[config.mk]
export PLATFORM = sky130hd
export DESIGN_NAME = snes_multi_controller_flat
export DESIGN_NICKNAME = d
export VERILOG_FILES = /design/src/rtl/snes_pkg.sv /design/src/rtl/snes_multi_controller_if.sv /design/src/rtl/snes_pad_shifter.sv /design/src/rtl/snes_multi_controller.sv /design/src/flat_wrapper.sv
export SDC_FILE = /design/constraint.sdc
export NUM_CORES = 1
export LEC_CHECK = 0
export CAP_MARGIN = 20
export CORE_ASPECT_RATIO = 2
export CORE_MARGIN = 3
export CORE_UTILIZATION = 67
export CTS_BUF_LIST = sky130_fd_sc_hd__clkbuf_4 sky130_fd_sc_hd__clkbuf_8
export DETAILED_ROUTE_END_ITERATION = 6
export DONT_BUFFER_PORTS = 1
export GPL_ROUTABILITY_DRIVEN = 0
export PLACE_DENSITY_LB_ADDON = 0.15
export SETUP_SLACK_MARGIN = 0.3
export SLEW_MARGIN = 20
export SYNTH_ARGS = -nofsm -noshare
export SYNTH_HDL_FRONTEND = slang
export SYNTH_HIERARCHICAL = 1
export SYNTH_SLANG_ARGS = --single-unit
[constraint.sdc]
create_clock -name clk -period 5 [get_ports clk]
set_input_delay 0.5 -clock clk [delete_from_list [all_inputs] [get_ports clk]]
set_output_delay 0.5 -clock clk [all_outputs]
set_load 0.01 [all_outputs]
[src/rtl/snes_pkg.sv]
// Shared definitions for the multi-pad SNES controller reader:
// button indices, FSM encoding and default timing.
package snes_pkg;

    localparam int unsigned BTN_B      = 0;
    localparam int unsigned BTN_Y      = 1;
    localparam int unsigned BTN_SELECT = 2;
    localparam int unsigned BTN_START  = 3;
    localparam int unsigned BTN_UP     = 4;
    localparam int unsigned BTN_DOWN   = 5;
    localparam int unsigned BTN_LEFT   = 6;
    localparam int unsigned BTN_RIGHT  = 7;
    localparam int unsigned BTN_A      = 8;
    localparam int unsigned BTN_X      = 9;
    localparam int unsigned BTN_L      = 10;
    localparam int unsigned BTN_R      = 11;

    localparam int unsigned DEF_CLK_HZ            = 100_000_000;
    localparam int unsigned DEF_POLL_HZ           = 60;
    localparam int unsigned DEF_BIT_PERIOD_CYCLES = 1200;
    localparam int unsigned DEF_NUM_PADS          = 2;
    localparam int unsigned DEF_BUTTON_COUNT      = 12;
    localparam int unsigned DEF_FRAME_BITS        = 16;

    typedef enum logic [1:0] {
        IDLE   = 2'd0,
        LATCH  = 2'd1,
        SHIFT  = 2'd2,
        COMMIT = 2'd3
    } snes_state_e;

endpackage

[src/rtl/snes_multi_controller_if.sv]
// Pad-side serial lines plus the published button/event/presence bus.
interface snes_multi_controller_if
    import snes_pkg::*;
#(
    parameter int unsigned NUM_PADS     = DEF_NUM_PADS,
    parameter int unsigned BUTTON_COUNT = DEF_BUTTON_COUNT
);

    logic [NUM_PADS-1:0]              serial_in;
    logic                             poll_start;
    logic                             data_clk;
    logic                             data_latch;
    logic [NUM_PADS*BUTTON_COUNT-1:0] button_state;
    logic [NUM_PADS*BUTTON_COUNT-1:0] pressed;
    logic [NUM_PADS*BUTTON_COUNT-1:0] released;
    logic [NUM_PADS-1:0]              present;
    logic                             sample_valid;
    logic                             busy;

    // master: the controller reader; slave: pads and consumers
    modport master (
        input  serial_in, poll_start,
        output data_clk, data_latch, button_state, pressed, released,
               present, sample_valid, busy
    );

    modport slave (
        output serial_in, poll_start,
        input  data_clk, data_latch, button_state, pressed, released,
               present, sample_valid, busy
    );

endinterface

[src/rtl/snes_pad_shifter.sv]
// One pad's serial capture: button buffer, presence check, committed state
// and one-cycle press/release edge masks.
module snes_pad_shifter
    import snes_pkg::*;
#(
    parameter int unsigned BUTTON_COUNT = DEF_BUTTON_COUNT,
    parameter int unsigned FRAME_BITS   = DEF_FRAME_BITS
) (
    input  logic                          clk,
    input  logic                          rst,
    input  logic                          serial_bit,
    input  logic                          sample_en,
    input  logic [$clog2(FRAME_BITS)-1:0] bit_index,
    input  logic                          commit,
    output logic [BUTTON_COUNT-1:0]       button_state,
    output logic [BUTTON_COUNT-1:0]       pressed,
    output logic [BUTTON_COUNT-1:0]       released,
    output logic                          present
);

    localparam int unsigned BIT_W = $clog2(FRAME_BITS);

    logic [BUTTON_COUNT-1:0] shift_buf;
    logic                    pres_acc;
    logic [BUTTON_COUNT-1:0] new_state_c;

    // an absent pad reports no buttons, which turns held ones into releases
    assign new_state_c = pres_acc ? shift_buf : '0;

    always_ff @(posedge clk) begin
        if (rst) begin
            shift_buf    <= '0;
            pres_acc     <= 1'b0;
            button_state <= '0;
            pressed      <= '0;
            released     <= '0;
            present      <= 1'b0;
        end else begin
            pressed  <= '0;
            released <= '0;
            if (sample_en) begin
                for (int unsigned i = 0; i < BUTTON_COUNT; i++) begin
                    if (bit_index == BIT_W'(i)) begin
                        shift_buf[i] <= ~serial_bit;
                    end
                end
                // trailing bits must all read high for a real pad
                if (bit_index == BIT_W'(BUTTON_COUNT)) begin
                    pres_acc <= serial_bit;
                end else if (bit_index > BIT_W'(BUTTON_COUNT)) begin
                    pres_acc <= pres_acc & serial_bit;
                end
            end
            if (commit) begin
                button_state <= new_state_c;
                pressed      <= new_state_c & ~button_state;
                released     <= button_state & ~new_state_c;
                present      <= pres_acc;
            end
        end
    end

endmodule

[src/rtl/snes_multi_controller.sv]
// Polls NUM_PADS SNES pads over a shared latch/clock pair and publishes
// per-pad button state, edge masks and presence.
module snes_multi_controller
    import snes_pkg::*;
#(
    parameter int unsigned CLK_HZ            = DEF_CLK_HZ,
    parameter int unsigned POLL_HZ           = DEF_POLL_HZ,
    parameter int unsigned BIT_PERIOD_CYCLES = DEF_BIT_PERIOD_CYCLES,
    parameter int unsigned NUM_PADS          = DEF_NUM_PADS,
    parameter int unsigned BUTTON_COUNT      = DEF_BUTTON_COUNT,
    parameter int unsigned FRAME_BITS        = DEF_FRAME_BITS,
    parameter int unsigned AUTO_POLL         = 1
) (
    input logic                      clk,
    input logic                      rst,
    snes_multi_controller_if.master  bus
);

    localparam int unsigned TICK_CYCLES = CLK_HZ / POLL_HZ;
    localparam int unsigned TICK_W      = $clog2(TICK_CYCLES + 1);
    localparam int unsigned PH_W        = $clog2(BIT_PERIOD_CYCLES);
    localparam int unsigned HALF        = BIT_PERIOD_CYCLES / 2;
    localparam int unsigned BIT_W       = $clog2(FRAME_BITS);
    localparam int unsigned LANES       = NUM_PADS * BUTTON_COUNT;

    snes_state_e       state, state_n;
    logic [PH_W-1:0]   phase, phase_n;
    logic [BIT_W-1:0]  bit_idx, bit_n;
    logic [TICK_W-1:0] tick_cnt;

    logic data_clk_q, data_latch_q, busy_q, sample_valid_q;
    logic data_clk_n, data_latch_n, busy_n;
    logic tick_c, start_c, phase_last_c, sample_en_c, commit_c;

    logic [LANES-1:0]    state_w, pressed_w, released_w;
    logic [NUM_PADS-1:0] present_w;

    assign tick_c       = (tick_cnt == '0);
    assign start_c      = (AUTO_POLL != 0) ? tick_c : bus.poll_start;
    assign phase_last_c = (phase == PH_W'(BIT_PERIOD_CYCLES - 1));

    // state register, counters and registered pad-side outputs
    always_ff @(posedge clk) begin
        if (rst) begin
            state          <= IDLE;
            phase          <= '0;
            bit_idx        <= '0;
            tick_cnt       <= '0;
            data_clk_q     <= 1'b1;
            data_latch_q   <= 1'b0;
            busy_q         <= 1'b0;
            sample_valid_q <= 1'b0;
        end else begin
            state          <= state_n;
            phase          <= phase_n;
            bit_idx        <= bit_n;
            tick_cnt       <= (tick_cnt == TICK_W'(TICK_CYCLES - 1)) ? '0
                                                                     : tick_cnt + TICK_W'(1);
            data_clk_q     <= data_clk_n;
            data_latch_q   <= data_latch_n;
            busy_q         <= busy_n;
            sample_valid_q <= commit_c;
        end
    end

    // next-state and output decode; starts while busy are simply ignored
    always_comb begin
        state_n      = state;
        phase_n      = phase;
        bit_n        = bit_idx;
        sample_en_c  = 1'b0;
        commit_c     = 1'b0;
        data_clk_n   = 1'b1;
        data_latch_n = 1'b0;
        busy_n       = (state != IDLE);
        case (state)
            IDLE: begin
                if (start_c) begin
                    state_n = LATCH;
                    phase_n = '0;
                    bit_n   = '0;
                end
            end
            LATCH: begin
                data_latch_n = 1'b1;
                if (phase_last_c) begin
                    state_n = SHIFT;
                    phase_n = '0;
                end else begin
                    phase_n = phase + PH_W'(1);
                end
            end
            SHIFT: begin
                data_clk_n  = (phase >= PH_W'(HALF));
                sample_en_c = (phase == PH_W'(HALF - 1));
                if (phase_last_c) begin
                    phase_n = '0;
                    if (bit_idx == BIT_W'(FRAME_BITS - 1)) begin
                        state_n = COMMIT;
                    end else begin
                        bit_n = bit_idx + BIT_W'(1);
                    end
                end else begin
                    phase_n = phase + PH_W'(1);
                end
            end
            COMMIT: begin
                commit_c = 1'b1;
                state_n  = IDLE;
            end
            default: state_n = IDLE;
        endcase
    end

    for (genvar p = 0; p < NUM_PADS; p++) begin : g_pad
        snes_pad_shifter #(
            .BUTTON_COUNT (BUTTON_COUNT),
            .FRAME_BITS   (FRAME_BITS)
        ) u_pad (
            .clk          (clk),
            .rst          (rst),
            .serial_bit   (bus.serial_in[p]),
            .sample_en    (sample_en_c),
            .bit_index    (bit_idx),
            .commit       (commit_c),
            .button_state (state_w[p*BUTTON_COUNT +: BUTTON_COUNT]),
            .pressed      (pressed_w[p*BUTTON_COUNT +: BUTTON_COUNT]),
            .released     (released_w[p*BUTTON_COUNT +: BUTTON_COUNT]),
            .present      (present_w[p])
        );
    end

    assign bus.data_clk     = data_clk_q;
    assign bus.data_latch   = data_latch_q;
    assign bus.busy         = busy_q;
    assign bus.sample_valid = sample_valid_q;
    assign bus.button_state = state_w;
    assign bus.pressed      = pressed_w;
    assign bus.released     = released_w;
    assign bus.present      = present_w;

endmodule

[src/flat_wrapper.sv]
// flat-port wrapper written by rule: the top's interface ports become plain ports
module snes_multi_controller_flat import snes_pkg::*;
#(
    parameter int unsigned CLK_HZ            = DEF_CLK_HZ,
    parameter int unsigned POLL_HZ           = DEF_POLL_HZ,
    parameter int unsigned BIT_PERIOD_CYCLES = DEF_BIT_PERIOD_CYCLES,
    parameter int unsigned NUM_PADS          = DEF_NUM_PADS,
    parameter int unsigned BUTTON_COUNT      = DEF_BUTTON_COUNT,
    parameter int unsigned FRAME_BITS        = DEF_FRAME_BITS,
    parameter int unsigned AUTO_POLL         = 1
)
  (clk, rst, bus_serial_in, bus_poll_start, bus_data_clk, bus_data_latch, bus_button_state, bus_pressed, bus_released, bus_present, bus_sample_valid, bus_busy);
  snes_multi_controller_if #(.NUM_PADS(NUM_PADS), .BUTTON_COUNT(BUTTON_COUNT)) bus_i ();
  input logic clk;
  input logic rst;
  input wire logic [$bits(bus_i.serial_in)-1:0] bus_serial_in;
  input wire logic [$bits(bus_i.poll_start)-1:0] bus_poll_start;
  output wire logic [$bits(bus_i.data_clk)-1:0] bus_data_clk;
  output wire logic [$bits(bus_i.data_latch)-1:0] bus_data_latch;
  output wire logic [$bits(bus_i.button_state)-1:0] bus_button_state;
  output wire logic [$bits(bus_i.pressed)-1:0] bus_pressed;
  output wire logic [$bits(bus_i.released)-1:0] bus_released;
  output wire logic [$bits(bus_i.present)-1:0] bus_present;
  output wire logic [$bits(bus_i.sample_valid)-1:0] bus_sample_valid;
  output wire logic [$bits(bus_i.busy)-1:0] bus_busy;
  assign bus_i.serial_in = bus_serial_in;
  assign bus_i.poll_start = bus_poll_start;
  assign bus_data_clk = bus_i.data_clk;
  assign bus_data_latch = bus_i.data_latch;
  assign bus_button_state = bus_i.button_state;
  assign bus_pressed = bus_i.pressed;
  assign bus_released = bus_i.released;
  assign bus_present = bus_i.present;
  assign bus_sample_valid = bus_i.sample_valid;
  assign bus_busy = bus_i.busy;
  snes_multi_controller #(.CLK_HZ(CLK_HZ), .POLL_HZ(POLL_HZ), .BIT_PERIOD_CYCLES(BIT_PERIOD_CYCLES), .NUM_PADS(NUM_PADS), .BUTTON_COUNT(BUTTON_COUNT), .FRAME_BITS(FRAME_BITS), .AUTO_POLL(AUTO_POLL)) u_core (.clk(clk), .rst(rst), .bus(bus_i));
endmodule
Word-level counts from Yosys, hierarchy flattened
Cells that the tools add are included.
{"block": "op_classes", "muxes": 21, "reduce_logical": 27, "order_cmp": 2, "n_eq_ne": 24, "n_bitwise": 14, "n_addsub": 3}
{"operator": "$and A12 B12 Y12", "count": 4}
{"operator": "$not A12 Y12", "count": 4}
{"operator": "$reduce_and A2 Y1", "count": 14}
{"operator": "$eq A4 B4 Y1 const B", "count": 6}
{"operator": "$mux W12", "count": 2}
{"operator": "$mux W11", "count": 2}
{"operator": "$pmux W11 S2", "count": 1}
{"operator": "$add A21 B1 Y21 const B", "count": 1}
{"operator": "$eq A21 B21 Y1 const B", "count": 1}
{"operator": "$logic_not A21 Y1", "count": 1}
{"operator": "$eq A4 B3 Y1 const B", "count": 4}
{"operator": "$mux W4", "count": 3}
{"operator": "$add A11 B1 Y11 const B", "count": 1}
{"operator": "$eq A11 B10 Y1 const B", "count": 1}
{"operator": "$eq A11 B11 Y1 const B", "count": 1}
{"operator": "$ge A11 B10 Y1 const B", "count": 1}
{"operator": "$eq A4 B2 Y1 const B", "count": 2}
{"operator": "$mux W2", "count": 4}
{"operator": "$ne A2 B1 Y1 const B", "count": 4}
{"operator": "$pmux W2 S4", "count": 1}
{"operator": "$pmux W4 S2", "count": 1}
{"operator": "$reduce_and A4 Y1", "count": 2}
{"operator": "$reduce_bool A2 Y1", "count": 4}
{"operator": "$reduce_or A2 Y1", "count": 4}
{"operator": "11 further kinds", "count": 22}
{"block": "word_totals", "in_bits": 5, "out_inout_bits": 78, "word_cells": 133, "register_bits": 142}

Logic depth before layout (Yosys ltp)
{"block": "depth", "depth_word": 4, "ltp_mapped": 9, "ltp_nobuf": 7}

By module
Netlist, hierarchy kept.
{"mod": "snes_pad_shifter", "area_per_inst_um2": 1770.4, "seq_area_each_um2": 1001.0, "cells_per_inst": 175, "instances": 2}
{"mod": "snes_multi_controller", "area_per_inst_um2": 2214.6, "seq_area_each_um2": 840.8, "cells_per_inst": 269, "instances": 1}

Worst setup path after synthesis
No wires, ideal clock.
{"block": "synth_timing", "path_kind": "register to register", "start": "register u_core.state[0]", "end": "register u_core.g_pad[0].u_pad.shift_buf[0]", "required_ns": 4.909, "setup_slack_ns": 2.713, "setup_time_ns": 0.091, "synth_period_minus_slack_ns": 2.287, "stages_incl_launch_ff": 9, "arrival_ns": 2.196, "path_buffers": 1, "cell_sequence": "dfxtp_1 inv_1 ha_1 buf_6 nand3b_1 nor4_1 nor3b_4 a21oi_1 a311oi_1"}
{"block": "synth_via", "elab_chain_len": 3}
{"item": "from (decl)", "line": "snes_multi_controller.sv:26", "rtl": "snes_state_e state, state_n;"}
{"item": "from (signal assigned)", "line": "snes_multi_controller.sv:54", "rtl": "state <= state_n;"}
{"item": "$eq A2 B2 Y1", "line": "snes_multi_controller.sv:76", "rtl": "case (state)"}
{"item": "$mux W1", "line": "snes_multi_controller.sv:76"}
{"item": "named net u_core.sample_en_c", "line": "snes_multi_controller.sv:33", "rtl": "logic tick_c, start_c, phase_last_c, sample_en_c, commit_c;"}
{"item": "$reduce_and A2 Y1 (no line)"}
{"item": "to (signal, indexed assignment)", "line": "snes_pad_shifter.sv:44", "rtl": "shift_buf[i] <= ~serial_bit;"}
{"item": "to (decl)", "line": "snes_pad_shifter.sv:23", "rtl": "logic [BUTTON_COUNT-1:0] shift_buf;"}
The timed path passes the listed nets, and every way through them passes these cells.
A chain may end at the register's enable or synchronous reset.

Worst setup path after layout
{"block": "layout_timing", "start": "register u_core.phase[6]", "end": "register u_core.phase[9]"}
{"block": "layout_via", "elab_chain_len": 3, "elab_cells_between_ends": 4, "classes_between": "1 x add/sub; 1 x eq/ne; 2 x mux"}
{"item": "from (decl)", "line": "snes_multi_controller.sv:27", "rtl": "logic [PH_W-1:0] phase, phase_n;"}
{"item": "from (signal assigned)", "line": "snes_multi_controller.sv:55", "rtl": "phase <= phase_n;"}
{"item": "$add A11 B1 Y11 or $eq A11 B11 Y1 (tied branches)", "line": "snes_multi_controller.sv:90, snes_multi_controller.sv:104, snes_multi_controller.sv:40"}
{"item": "$mux W11 (*)", "line": "snes_multi_controller.sv:86, snes_multi_controller.sv:96"}
{"item": "$pmux W11 S2 (*)", "line": "snes_multi_controller.sv:76"}
Every way passes the cells marked *; elsewhere a longest branch is shown, timed or not.

==> out/qor.txt <==
DR WL/cell: 16.2 um
Top FF cell, synth: dfxtp_1
# hold bufs at CTS: 0
vias in the first global route: 4197
final period utilization: 47.8%
Detailed Place HPWL: 7660 um
Syn Area/Cell: 9.30 sq um
clock sink count: 142
share of layout cells above drive strength 1: 8.50%
CTS tree: yes
hold depth: 1
Leak: 2.08 nW
gr ovfl total: 0
Critical Path RT: 5300 ps
fin nets: 614
Post-synth ARST share: 0%
initial drt markers: 251
antenna cells: 0
Rel. slew slack: 40.5%
First-pass DRT Iterations: 4
num ports: 83
R2R cell count: 5
final instance area: 6110 sq um
outcome: finished, final reports clean
Initial Util: 69.4%
crit path kind: reg -> reg
Tmin final: 2390 ps
f_max: 419 MHz
most frequent cells in the layout: dfxtp_1 (142), a21oi_1 (51), nand2_1 (44)
RSZ-0062 raised after global routing: false
die area: 9810 sq um
Post-synth EDFFs: 0
overall routing resource usage: 24.5%
clock latency at the later pin of the worst-skew pair: 430 ps
CORE AREA: 8290 sq um
FF+latch count, synth: 142
final hold violation count: 0
num rows: 47
crit-path max FO: 7
total setup buffers inserted after CTS: 0
total CTS buffers: 17
setup tns final: 0 ps
Post-Syn Instances: 619
Die Y: 137 um
total of max-cap violations: 0
clock buffer depth: 2
htree depth: 4
worst hold path class: in -> reg
pwr dens: 399 nW/um^2
first-pass GRT wire length: 19500 um
largest net degree at the start of global routing: 78
Die X: 71.5 um
max-slew violations: 0
Port Buffers: 0
Residual DRC: 0
Root Driver: clkbuf_8
Resized cells post-CTS: 0
clk slew on worst S/H paths: 80 ps
Area Growth Syn to Fin: 6.24%
Routed WL: 11500 um
antenna violations before repair: 0
Final Skew: 11.6 ps
Mapped Area: 5760 sq um
routed vias/inst: 6.24
CP arrival: 2690 ps
Routed Antenna Nets: 0
placed inst area: 5680 sq um
Synth Warn #: 6
worst-margin pin slew: 891 ps
Seq/Total Area, Yosys: 49.4%
Setup violations, final: 0
Unique masters post-synth: 55
commonest non-fill, non-tap cell in the layout: dfxtp_1
Filler cells: 606
vias: 4433
Synthesized Nets: 634
crit path launch type: flip-flop
Peak VDD IR: 0.000318 V
Setup crit end kind: flip-flop
## worst paths after layout
check                                        start                                     end  slack [ps]
worst max-delay path               u_core/phase[6]                         u_core/phase[9]        2610
worst min-delay path                           rst  u_core/g_pad[1].u_pad/button_state[11]         140
worst max register to register     u_core/phase[6]                         u_core/phase[9]        2610
worst min register to register  u_core/tick_cnt[0]                      u_core/tick_cnt[0]         500
## critical path, cell delays in order (launching register included)
cell	delay, ps
dfxtp_1	380
or4b_4	570
o31ai_1	660
nor2_1	260
nand2_1	240
o311ai_0	140
## power breakdown
part	internal [W]	leakage [nW]	switching (W)	total, W
Combinational	0.0000993	0.720	0.000193	0.000293
Clock	0.000512	0.213	0.000456	0.000967
Sequential	0.00115	1.14	0.0000270	0.00118
Total	0.00176	2.08	0.000676	0.00244
## flip-flops by register name (all words and copies together) (netlist names)
name,flops
u_core/g_pad.u_pad/pressed,24
u_core/state,2
u_core/phase,11
u_core/g_pad.u_pad/present,2
u_core/bus.data_clk,1
u_core/bus.data_latch,1
u_core/g_pad.u_pad/pres_acc,2
u_core/g_pad.u_pad/button_state,24
u_core/bus.sample_valid,1
u_core/g_pad.u_pad/released,24
u_core/tick_cnt,21
u_core/g_pad.u_pad/shift_buf,24
u_core/bit_idx,4
u_core/bus.busy,1
## cells in the mapped netlist (5+ instances only)
master    instances  area [sq um]
nand2b_1         28           175
a211oi_1          7          52.6
nor3_1            9          45.0
buf_2             8          40.0
dfxtp_1         142          2840
buf_6             5          56.3
nand4_1           9          56.3
clkbuf_1         25          93.8
nor3b_1          24           180
nand3_1          40           200
and3_1           33           206
a311oi_1         18           158
a21oi_1          51           255
nor2_1           37           139
ha_1             10           125
xnor2_1          14           123
a21oi_2           6          52.6
inv_1            12          45.0
nor4_1            6          37.5
a31oi_1           8          50.1
nand2_1          44           165
or4_1             6          45.0
o21ai_0          14          70.1
nand3b_1          5          37.5
## metal layers
metal	wire length [um]	track usage, %
met1	4410	26.4
met3	598	6.25
met4	243	11.4
met5	0	0
met2	6250	44.0
## layout make-up
type | count | area (sq um) | area share (%)
inverters | 12 | 45.0 | 0.737
repair buffers | 2 | 15.0 | 0.246
clock inverters | 15 | 198 | 3.23
clock buffers | 17 | 234 | 3.83
well taps | 98 | 123 | 2.01
multi-input cells | 424 | 2660 | 43.5
flip-flops and latches | 142 | 2840 | 46.5
## cell families after synthesis
family          after synthesis  synth area share [%]
compound gates              121                  13.7
xor+xnor                     17                  2.59
fa+ha+maj                    10                  2.17
buf+inv                      53                  4.43
flops                       142                  49.4
mux                           2                 0.348
simple gates                274                  27.4
## stage by stage
step / worst slack (ps) / power (W) / hold WS [ps] / cells / util, %
2_1_floorplan: 2710 / 0.00144 / 456 / 619 / -
3_3_place_gp: 2710 / 0.00148 / 473 / 678 / 68.5
3_5_place_dp: 2670 / 0.00149 / 489 / 678 / 68.5
4_1_cts: 2640 / 0.00246 / 108 / 710 / 73.7
5_1_grt: 2350 / 0.00254 / 109 / 710 / 73.7
6_report: 2610 / 0.00244 / 138 / 710 / 73.7
No activity file was read; power rests on OpenSTA's default activity.
